**src/rtl/vga_pkg.sv**
```systemverilog
// Shared definitions for the VGA display pipeline: 640x480@60 timing defaults,
// play-state encodings, colour width and small sizing helpers.
package vga_pkg;

    localparam int COLOUR_W = 12;

    // 640x480@60 with a 25 MHz pixel clock
    localparam int H_VIS_DEF  = 640;
    localparam int H_FP_DEF   = 16;
    localparam int H_SYNC_DEF = 96;
    localparam int H_BP_DEF   = 48;
    localparam int V_VIS_DEF  = 480;
    localparam int V_FP_DEF   = 10;
    localparam int V_SYNC_DEF = 2;
    localparam int V_BP_DEF   = 33;

    typedef enum logic [1:0] {
        ST_IDLE = 2'd0,
        ST_PLAY = 2'd1,
        ST_WIN  = 2'd2,
        ST_LOSE = 2'd3
    } play_state_e;

    function automatic int h_total(input int vis, input int fp, input int sync, input int bp);
        return vis + fp + sync + bp;
    endfunction

    function automatic int v_total(input int vis, input int fp, input int sync, input int bp);
        return vis + fp + sync + bp;
    endfunction

    // Frame counter runs mod 2*flash_frames; keep at least 4 bits for the WIN tint nibble
    function automatic int frame_cnt_w(input int flash_frames);
        int w;
        w = $clog2(2 * flash_frames);
        return (w < 4) ? 4 : w;
    endfunction

endpackage

```
**src/rtl/vga_timing_gen.sv**
```systemverilog
// Pixel-enable divider, line/frame counters, frame counter and the registered
// address / visible / raw sync decode for one pixel.
module vga_timing_gen
    import vga_pkg::*;
#(
    parameter int CLK_DIV      = 4,
    parameter int H_VIS        = H_VIS_DEF,
    parameter int H_FP         = H_FP_DEF,
    parameter int H_SYNC       = H_SYNC_DEF,
    parameter int H_BP         = H_BP_DEF,
    parameter int V_VIS        = V_VIS_DEF,
    parameter int V_FP         = V_FP_DEF,
    parameter int V_SYNC       = V_SYNC_DEF,
    parameter int V_BP         = V_BP_DEF,
    parameter bit HS_POL       = 1'b0,
    parameter bit VS_POL       = 1'b0,
    parameter int FLASH_FRAMES = 30,
    parameter int AH_W         = 10,
    parameter int AV_W         = 9
) (
    input  logic                                  clk,
    input  logic                                  rst_n,
    output logic                                  pe,
    output logic                                  frame_wrap,
    output logic [AH_W-1:0]                       addr_h,
    output logic [AV_W-1:0]                       addr_v,
    output logic                                  vis,
    output logic                                  hs,
    output logic                                  vs,
    output logic                                  frame_tick,
    output logic [frame_cnt_w(FLASH_FRAMES)-1:0]  frame_cnt
);

    localparam int H_TOTAL  = h_total(H_VIS, H_FP, H_SYNC, H_BP);
    localparam int V_TOTAL  = v_total(V_VIS, V_FP, V_SYNC, V_BP);
    localparam int HC_W     = $clog2(H_TOTAL);
    localparam int VC_W     = $clog2(V_TOTAL);
    localparam int DIV_W    = (CLK_DIV > 1) ? $clog2(CLK_DIV) : 1;
    localparam int FC_W     = frame_cnt_w(FLASH_FRAMES);
    localparam int HS_START = H_VIS + H_FP;
    localparam int HS_END   = H_VIS + H_FP + H_SYNC;
    localparam int VS_START = V_VIS + V_FP;
    localparam int VS_END   = V_VIS + V_FP + V_SYNC;

    logic [DIV_W-1:0] div_reg;
    logic [HC_W-1:0]  hcnt_reg;
    logic [VC_W-1:0]  vcnt_reg;
    logic [FC_W-1:0]  frame_cnt_reg;
    logic [AH_W-1:0]  addr_h_reg;
    logic [AV_W-1:0]  addr_v_reg;
    logic             vis_reg;
    logic             hs_reg;
    logic             vs_reg;
    logic             frame_tick_reg;

    logic h_wrap;
    logic v_wrap;
    logic visible_now;
    logic hs_active;
    logic vs_active;

    assign pe          = (div_reg == DIV_W'(CLK_DIV - 1));
    assign h_wrap      = (hcnt_reg == HC_W'(H_TOTAL - 1));
    assign v_wrap      = (vcnt_reg == VC_W'(V_TOTAL - 1));
    assign frame_wrap  = pe && h_wrap && v_wrap;
    // Decode in 32-bit so sync windows touching H_TOTAL/V_TOTAL never overflow
    assign visible_now = (int'(hcnt_reg) < H_VIS) && (int'(vcnt_reg) < V_VIS);
    assign hs_active   = (int'(hcnt_reg) >= HS_START) && (int'(hcnt_reg) < HS_END);
    assign vs_active   = (int'(vcnt_reg) >= VS_START) && (int'(vcnt_reg) < VS_END);

    // Clock divider producing one pixel enable every CLK_DIV cycles
    always_ff @(posedge clk or negedge rst_n) begin
        if (!rst_n) begin
            div_reg <= '0;
        end else if (pe) begin
            div_reg <= '0;
        end else begin
            div_reg <= div_reg + 1'b1;
        end
    end

    // Horizontal, vertical and frame counters advanced on each pixel enable
    always_ff @(posedge clk or negedge rst_n) begin
        if (!rst_n) begin
            hcnt_reg      <= '0;
            vcnt_reg      <= '0;
            frame_cnt_reg <= '0;
        end else if (pe) begin
            if (h_wrap) begin
                hcnt_reg <= '0;
                if (v_wrap) begin
                    vcnt_reg      <= '0;
                    frame_cnt_reg <= (frame_cnt_reg == FC_W'(2 * FLASH_FRAMES - 1)) ?
                                     '0 : frame_cnt_reg + 1'b1;
                end else begin
                    vcnt_reg <= vcnt_reg + 1'b1;
                end
            end else begin
                hcnt_reg <= hcnt_reg + 1'b1;
            end
        end
    end

    // Register address, visibility and sync for the pixel the counters point at
    always_ff @(posedge clk or negedge rst_n) begin
        if (!rst_n) begin
            addr_h_reg     <= '0;
            addr_v_reg     <= '0;
            vis_reg        <= 1'b0;
            hs_reg         <= ~HS_POL;
            vs_reg         <= ~VS_POL;
            frame_tick_reg <= 1'b0;
        end else begin
            frame_tick_reg <= frame_wrap;
            if (pe) begin
                addr_h_reg <= visible_now ? AH_W'(hcnt_reg) : '0;
                addr_v_reg <= visible_now ? AV_W'(vcnt_reg) : '0;
                vis_reg    <= visible_now;
                hs_reg     <= hs_active ? HS_POL : ~HS_POL;
                vs_reg     <= vs_active ? VS_POL : ~VS_POL;
            end
        end
    end

    assign addr_h     = addr_h_reg;
    assign addr_v     = addr_v_reg;
    assign vis        = vis_reg;
    assign hs         = hs_reg;
    assign vs         = vs_reg;
    assign frame_tick = frame_tick_reg;
    assign frame_cnt  = frame_cnt_reg;

endmodule

```
**src/rtl/vga_display_pipeline.sv**
```systemverilog
// VGA timing plus colour pipeline: waits out the frame-buffer read latency,
// applies the per-frame play-state colour mode, blanks, and registers
// COLOUR_OUT together with HS/VS so all three stay pixel-aligned.
// RESETn is expected to be released synchronously to CLK by the system.
module vga_display_pipeline
    import vga_pkg::*;
#(
    parameter int CLK_DIV      = 4,
    parameter int H_VIS        = H_VIS_DEF,
    parameter int H_FP         = H_FP_DEF,
    parameter int H_SYNC       = H_SYNC_DEF,
    parameter int H_BP         = H_BP_DEF,
    parameter int V_VIS        = V_VIS_DEF,
    parameter int V_FP         = V_FP_DEF,
    parameter int V_SYNC       = V_SYNC_DEF,
    parameter int V_BP         = V_BP_DEF,
    parameter bit HS_POL       = 1'b0,
    parameter bit VS_POL       = 1'b0,
    parameter int MEM_LAT      = 1,
    parameter int FLASH_FRAMES = 30,
    parameter int AH_W         = 10,
    parameter int AV_W         = 9
) (
    input  logic                CLK,
    input  logic                RESETn,
    input  logic [COLOUR_W-1:0] COLOUR_IN,
    input  logic [1:0]          PLAY_STATE,
    output logic [AH_W-1:0]     ADDRH,
    output logic [AV_W-1:0]     ADDRV,
    output logic [COLOUR_W-1:0] COLOUR_OUT,
    output logic                HS,
    output logic                VS,
    output logic                FRAME_TICK
);

    localparam int FC_W = frame_cnt_w(FLASH_FRAMES);

    logic            pe;
    logic            frame_wrap;
    logic            vis;
    logic            hs_raw;
    logic            vs_raw;
    logic [FC_W-1:0] frame_cnt;

    logic [MEM_LAT:0]    pe_pipe_reg;
    play_state_e         play_state_reg;
    logic [COLOUR_W-1:0] colour_mode;
    logic [COLOUR_W-1:0] colour_out_reg;
    logic                hs_out_reg;
    logic                vs_out_reg;
    logic                capture;

    vga_timing_gen #(
        .CLK_DIV      (CLK_DIV),
        .H_VIS        (H_VIS),
        .H_FP         (H_FP),
        .H_SYNC       (H_SYNC),
        .H_BP         (H_BP),
        .V_VIS        (V_VIS),
        .V_FP         (V_FP),
        .V_SYNC       (V_SYNC),
        .V_BP         (V_BP),
        .HS_POL       (HS_POL),
        .VS_POL       (VS_POL),
        .FLASH_FRAMES (FLASH_FRAMES),
        .AH_W         (AH_W),
        .AV_W         (AV_W)
    ) u_timing (
        .clk        (CLK),
        .rst_n      (RESETn),
        .pe         (pe),
        .frame_wrap (frame_wrap),
        .addr_h     (ADDRH),
        .addr_v     (ADDRV),
        .vis        (vis),
        .hs         (hs_raw),
        .vs         (vs_raw),
        .frame_tick (FRAME_TICK),
        .frame_cnt  (frame_cnt)
    );

    // Delay the pixel enable so capture lands MEM_LAT+1 cycles after the address edge.
    // vis/hs_raw/vs_raw are held for a whole pixel, so they are still the values
    // belonging to this address when capture fires (CLK_DIV >= MEM_LAT+1).
    always_ff @(posedge CLK or negedge RESETn) begin
        if (!RESETn) begin
            pe_pipe_reg <= '0;
        end else begin
            pe_pipe_reg[0] <= pe;
            for (int i = 1; i <= MEM_LAT; i++) begin
                pe_pipe_reg[i] <= pe_pipe_reg[i-1];
            end
        end
    end

    assign capture = pe_pipe_reg[MEM_LAT];

    // Latch the play state only at the frame wrap so a frame never changes mode mid-way
    always_ff @(posedge CLK or negedge RESETn) begin
        if (!RESETn) begin
            play_state_reg <= ST_IDLE;
        end else if (frame_wrap) begin
            play_state_reg <= play_state_e'(PLAY_STATE);
        end
    end

    // Colour mode: pass-through, red tint by frame count, or inverted half of the LOSE flash
    always_comb begin
        colour_mode = COLOUR_IN;
        case (play_state_reg)
            ST_WIN:  colour_mode = COLOUR_IN ^ {frame_cnt[3:0], 8'h00};
            ST_LOSE: begin
                if (frame_cnt >= FC_W'(FLASH_FRAMES)) begin
                    colour_mode = ~COLOUR_IN;
                end
            end
            default: colour_mode = COLOUR_IN;
        endcase
    end

    // Output registers: colour (blanked outside the visible area) and sync on one edge
    always_ff @(posedge CLK or negedge RESETn) begin
        if (!RESETn) begin
            colour_out_reg <= '0;
            hs_out_reg     <= ~HS_POL;
            vs_out_reg     <= ~VS_POL;
        end else if (capture) begin
            colour_out_reg <= vis ? colour_mode : '0;
            hs_out_reg     <= hs_raw;
            vs_out_reg     <= vs_raw;
        end
    end

    assign COLOUR_OUT = colour_out_reg;
    assign HS         = hs_out_reg;
    assign VS         = vs_out_reg;

endmodule

```
**config.mk**
```make
export PLATFORM = sky130hd
export DESIGN_NAME = vga_display_pipeline
export DESIGN_NICKNAME = d
export VERILOG_FILES = /design/src/rtl/vga_pkg.sv /design/src/rtl/vga_timing_gen.sv /design/src/rtl/vga_display_pipeline.sv
export SDC_FILE = /design/constraint.sdc
export NUM_CORES = 1
export LEC_CHECK = 0
export ABC_AREA = 1
export ABC_CLOCK_PERIOD_IN_PS = 1700
export BUFFER_PORTS_ARGS = -buffer_cell sky130_fd_sc_hd__buf_2
export CAP_MARGIN = 20
export CORE_MARGIN = 1.5
export CORE_UTILIZATION = 25
export DETAILED_ROUTE_END_ITERATION = 8
export MAX_ROUTING_LAYER = met4
export PLACE_DENSITY = 0.51
export SETUP_SLACK_MARGIN = 0.1
export SLEW_MARGIN = 25
export SYNTH_ARGS = -nofsm -noshare
export SYNTH_HDL_FRONTEND = slang
export SYNTH_HIERARCHICAL = 1
export SYNTH_SLANG_ARGS = --single-unit
export TNS_END_PERCENT = 100
```
**constraint.sdc**
```tcl
create_clock -name CLK -period 1.7 [get_ports CLK]
set_input_delay 0.34 -clock CLK [delete_from_list [all_inputs] [get_ports CLK]]
set_output_delay 0.34 -clock CLK [all_outputs]
set_load 0.005 [all_outputs]
```
# == Word-level counts from Yosys, hierarchy flattened ==
# Cells that the tools add are included.
# classes
addsub,4
n_lt_le_gt_ge,7
n_eq_ne,6
mux,11
bitwise_logic,2
reduce_logical,7
# op_table
cell,n
$mux W10,3
$mux W12,2
$pmux W12 S2,1
$add A10 B1 Y10 const B,2
$eq A10 B10 Y1 const B,2
$lt A10 B10 Y1 const B,2
$lt A10 B9 Y1 const B,2
$not A12 Y12,1
$xor A12 B12 Y12,1
$ge A10 B10 Y1 const B,1
$ge A10 B9 Y1 const B,1
$mux W9,1
$add A6 B1 Y6 const B,1
$eq A2 B2 Y1 const B,3
$eq A6 B6 Y1 const B,1
$ge A6 B5 Y1 const B,1
$mux W6,1
$logic_and A1 B1 Y1,5
$reduce_and A3 Y1,1
$add A2 B1 Y2 const B,1
$mux W1,2
$mux W2,1
$reduce_and A2 Y1,1
# totals
register_bits,69
out_inout_bits,34
elab_cells,52

# == Depth between registers and ports, before layout ==
# logic_depth
ltp_word,4
ltp_mapped,9
mapped_depth_nobuf,9

# == Modules after synthesis ==
# Netlist, hierarchy kept.
# modules_own_cells
mod,n_inst,cells_each,area_each_um2,seq_area_each_um2
vga_timing_gen,1,295,2513.7,1278.7
vga_display_pipeline,1,138,1013.5,452.9

# == Worst setup path before layout ==
# OpenSTA, ideal clock, no wires.
# synth_timing
kind,flip-flop to flip-flop
startpoint,register u_timing.vcnt_reg[0]
endpoint,register play_state_reg[1]
setup_ps,125
t_arrival_ps,1590
required_ps,1575
setup_slack_ps,-14
stages_incl_launch_ff,8
path_buffers,0
cell_sequence,dfrtp_1 inv_1 ha_1 nand2_1 nor2_1 nand3b_2 nor2_1 mux2_2
# synth_between
elab_chain_cells,2
# synth_rtl
element,line_no,source
"start, declared",vga_timing_gen.sv:47,logic [VC_W-1:0] vcnt_reg;
"start signal, assigned",vga_timing_gen.sv:96,vcnt_reg <= vcnt_reg + 1'b1;
$eq A10 B10 Y1,vga_timing_gen.sv:64,assign v_wrap = (vcnt_reg == VC_W'(V_TOTAL - 1));
$logic_and A1 B1 Y1,vga_timing_gen.sv:65,assign frame_wrap = pe && h_wrap && v_wrap;
via frame_wrap,vga_display_pipeline.sv:39,logic frame_wrap;
"end signal, assigned",vga_display_pipeline.sv:103,play_state_reg <= play_state_e'(PLAY_STATE);
"end, declared",vga_display_pipeline.sv:46,play_state_e play_state_reg;
# The timed path passes the listed nets, and every way through them passes these cells.
# A chain may end at the register's enable or synchronous reset.

# == Worst setup path after layout ==
# Ends and elaborated chain as after synthesis.

==> flow_summary.json <==
{
  "setup_viol": 0,
  "hold_buffers": 0,
  "synth_commonest_cells": "nand2_1 (127), dfrtp_1 (65), inv_1 (58), nand3_1 (48), nor2_1 (26)",
  "dieArea_um2": 14830,
  "seqCellArea_um2": 1732,
  "nets": 525,
  "gp_congestion": 0.8103,
  "cts_buffer_depth": 2,
  "areaGrowthSynthToFinish_pct": 27.21,
  "dp_hpwl_um": 6014,
  "ir_drop_v": 0.0004474,
  "rsz0062_at_grt": "true",
  "hold_slack_ns": 0.03479,
  "tightestPinTransition_ns": 0.4470,
  "synthMostInstantiatedCell": "nand2_1",
  "r2r_start": "u_timing/vcnt_reg[0]",
  "h-tree-depth": 3,
  "wl_per_cell_um": 12.24,
  "final_area_um2": 4487,
  "start_util_pct": 25.51,
  "cts-root-buf": "clkbuf_16",
  "worstPathArrival_ns": 1.75,
  "power.leakage_nw": 2.270,
  "drtIter0Drc": 246,
  "synth_top_cell_area_share_pct": 46.12,
  "grt_pass1_vias": 2906,
  "largest_reg_flops": 12,
  "fin_crit_sh_pct": 90.34,
  "r2r-end": "play_state_reg[1]",
  "dieHeight_um": 121.8,
  "maxCapViolCount": 0,
  "grt_max_degree": 70,
  "multiInputGateArea_um2": 1562,
  "cts_tree": "done",
  "power_mw": 3.620,
  "synth-main-ff-cell": "dfrtp_1",
  "io_buffers": 49,
  "clk_latency_ns": 0.33,
  "antenna_cells": 0,
  "path_class": "flop to flop",
  "netlist-cell-type-count": 38,
  "worst-r2r-cell-count": 7,
  "antenna_left": 0,
  "die_w_um": 121.8,
  "grt_overflow": 0,
  "path_clk_slew_ns": 0.05,
  "grt_pass1_wl_um": 13910,
  "cp-end-kind": "flop",
  "io_pins": 50,
  "fmax_ghz": 0.6511,
  "yosys.area.top_type": "dfrtp_1",
  "setup_tns_ns": 0,
  "cts_inserted_buffers": 9,
  "fillCellCount": 1428,
  "fin_skew_ns": 0.007027,
  "crit_end": "play_state_reg[1]",
  "async_flop_share_pct": 100.0,
  "worstHoldPathType": "primary input to async pin",
  "track_usage_pct": 12.44,
  "synth.area.top_cells": "dfrtp_1 (46%), nand2_1 (14%), nand3_1 (6.8%)",
  "syn_nets": 455,
  "rows": 43,
  "maxSlewViolCount": 0,
  "startpoint": "u_timing/vcnt_reg[0]",
  "path_max_fanout": 4,
  "yosysSeqAreaShare_pct": 49.10,
  "syn_inst": 433,
  "via_per_inst": 4.423,
  "firstDrtPassIters": 6,
  "hold_viol_final": 0,
  "power.density_nw_per_um2": 806.8,
  "num_vias": 3043,
  "min_period_ns": 1.536,
  "rrSetupSlack_ns": 0.16,
  "drive_gt1_share_pct": 25.98,
  "coreArea_um2": 13830,
  "place_area_um2": 4074,
  "syn_area_um2": 3527,
  "cts_sinks": 69,
  "max_slew_margin_pct": 70.17,
  "synth.avg_cell_area_um2": 8.146,
  "grt_antenna_before_repair": 0,
  "ys_ff_latch": 69,
  "start_kind": "flop",
  "synth_edf_count": 0,
  "routed_wl_um": 8419,
  "drc": 0,
  "status": "finished clean",
  "critPathRequiredTime_ns": 1.91,
  "ys_warn_count": 6
}
## metrics by stage
step | std cells | utilization, % | worst slack [ns]
final | 688 | 32.45 | 0.1642
after floorplan | 433 | - | 0.1355
after CTS | 683 | 31.68 | 0.1041
after detailed placement | 666 | 29.46 | 0.06713
after global routing | 688 | 32.45 | 0.07117
after global placement | 666 | 29.46 | 0.1133
## where the power goes
group	leakage [nW]	switching, mW	internal, mW	total, mW
clock	0.143	0.674	1.17	1.84
combinational	1.25	0.0663	0.0424	0.109
sequential	0.877	0.00804	1.66	1.67
## area by class of cell
class | instances | area share, %
inverter | 64 | 5.494
clock buffer | 12 | 5.494
sequential | 69 | 38.59
clock inverter | 4 | 1.060
tap | 180 | 5.020
multi-input combinational | 289 | 34.80
timing repair buffer | 70 | 9.537
## cells in the final DEF (no fill, tap or decap), types with 6 or more instances in the layout
cell       count
clkbuf_16      9
nor2_1        20
inv_1         56
buf_2         49
dfrtp_1       65
buf_4         19
nand2_2        8
nand3_1       47
nand2_1      121
o21ai_0       21
o21ai_1        8
a21oi_1        6
xor2_1         7
## repair_timing
item	in CTS	in global routing
setup buffers	1	5
pin swaps	0	8
endpoints found under the setup margin	1	28
resized for setup	3	23
## cell families after synthesis
family                   count (synthesis)  synth area share [%]
AND/OR/NAND/NOR                        228                 29.41
buffers and inverters                   75                 9.258
flip-flops                              69                 49.10
AO/OA/AOI/OAI                           45                 7.556
XOR/XNOR                                 9                 2.235
adder cells (fa/ha/maj)                  6                 2.128
multiplexers                             1                0.3192
## per-layer routing
layer / routed length, um / up-vias / GRT usage [%] / part of all wire [%]
met3: 346 / 9 / 3.230 / 4.1
met4: 127 / 0 / 4.485 / 1.5
met1: 3853 / 1462 / 15.20 / 46
met2: 4093 / 62 / 19.84 / 49
met5: 0 / - / - / 0
li1: - / 1510 / - / -
## critical path, stage by stage (launching register included)
cell and delay (ns):
dfrtp_1 0.40, inv_2 0.10, ha_4 0.13, nand2_2 0.06, nor2_4 0.14, nand3b_4 0.14
nor2_4 0.15, mux2_4 0.30
## how the worst min path moves through the flow
stage                         end      startpoint  slack, ns  cells after the start
6_report       u_timing/addr_v[4]          RESETn       0.03                      2
5_1_grt             COLOUR_OUT[5]          RESETn       0.06                      2
4_1_cts             COLOUR_OUT[9]          RESETn       0.04                      2
3_5_place_dp       pe_pipe_reg[1]  pe_pipe_reg[0]       0.35                      0
3_3_place_gp       pe_pipe_reg[1]  pe_pipe_reg[0]       0.33                      0
2_1_floorplan       COLOUR_OUT[0]          RESETn       0.04                      0
Note: power is estimated with default switching activity, not from simulation.
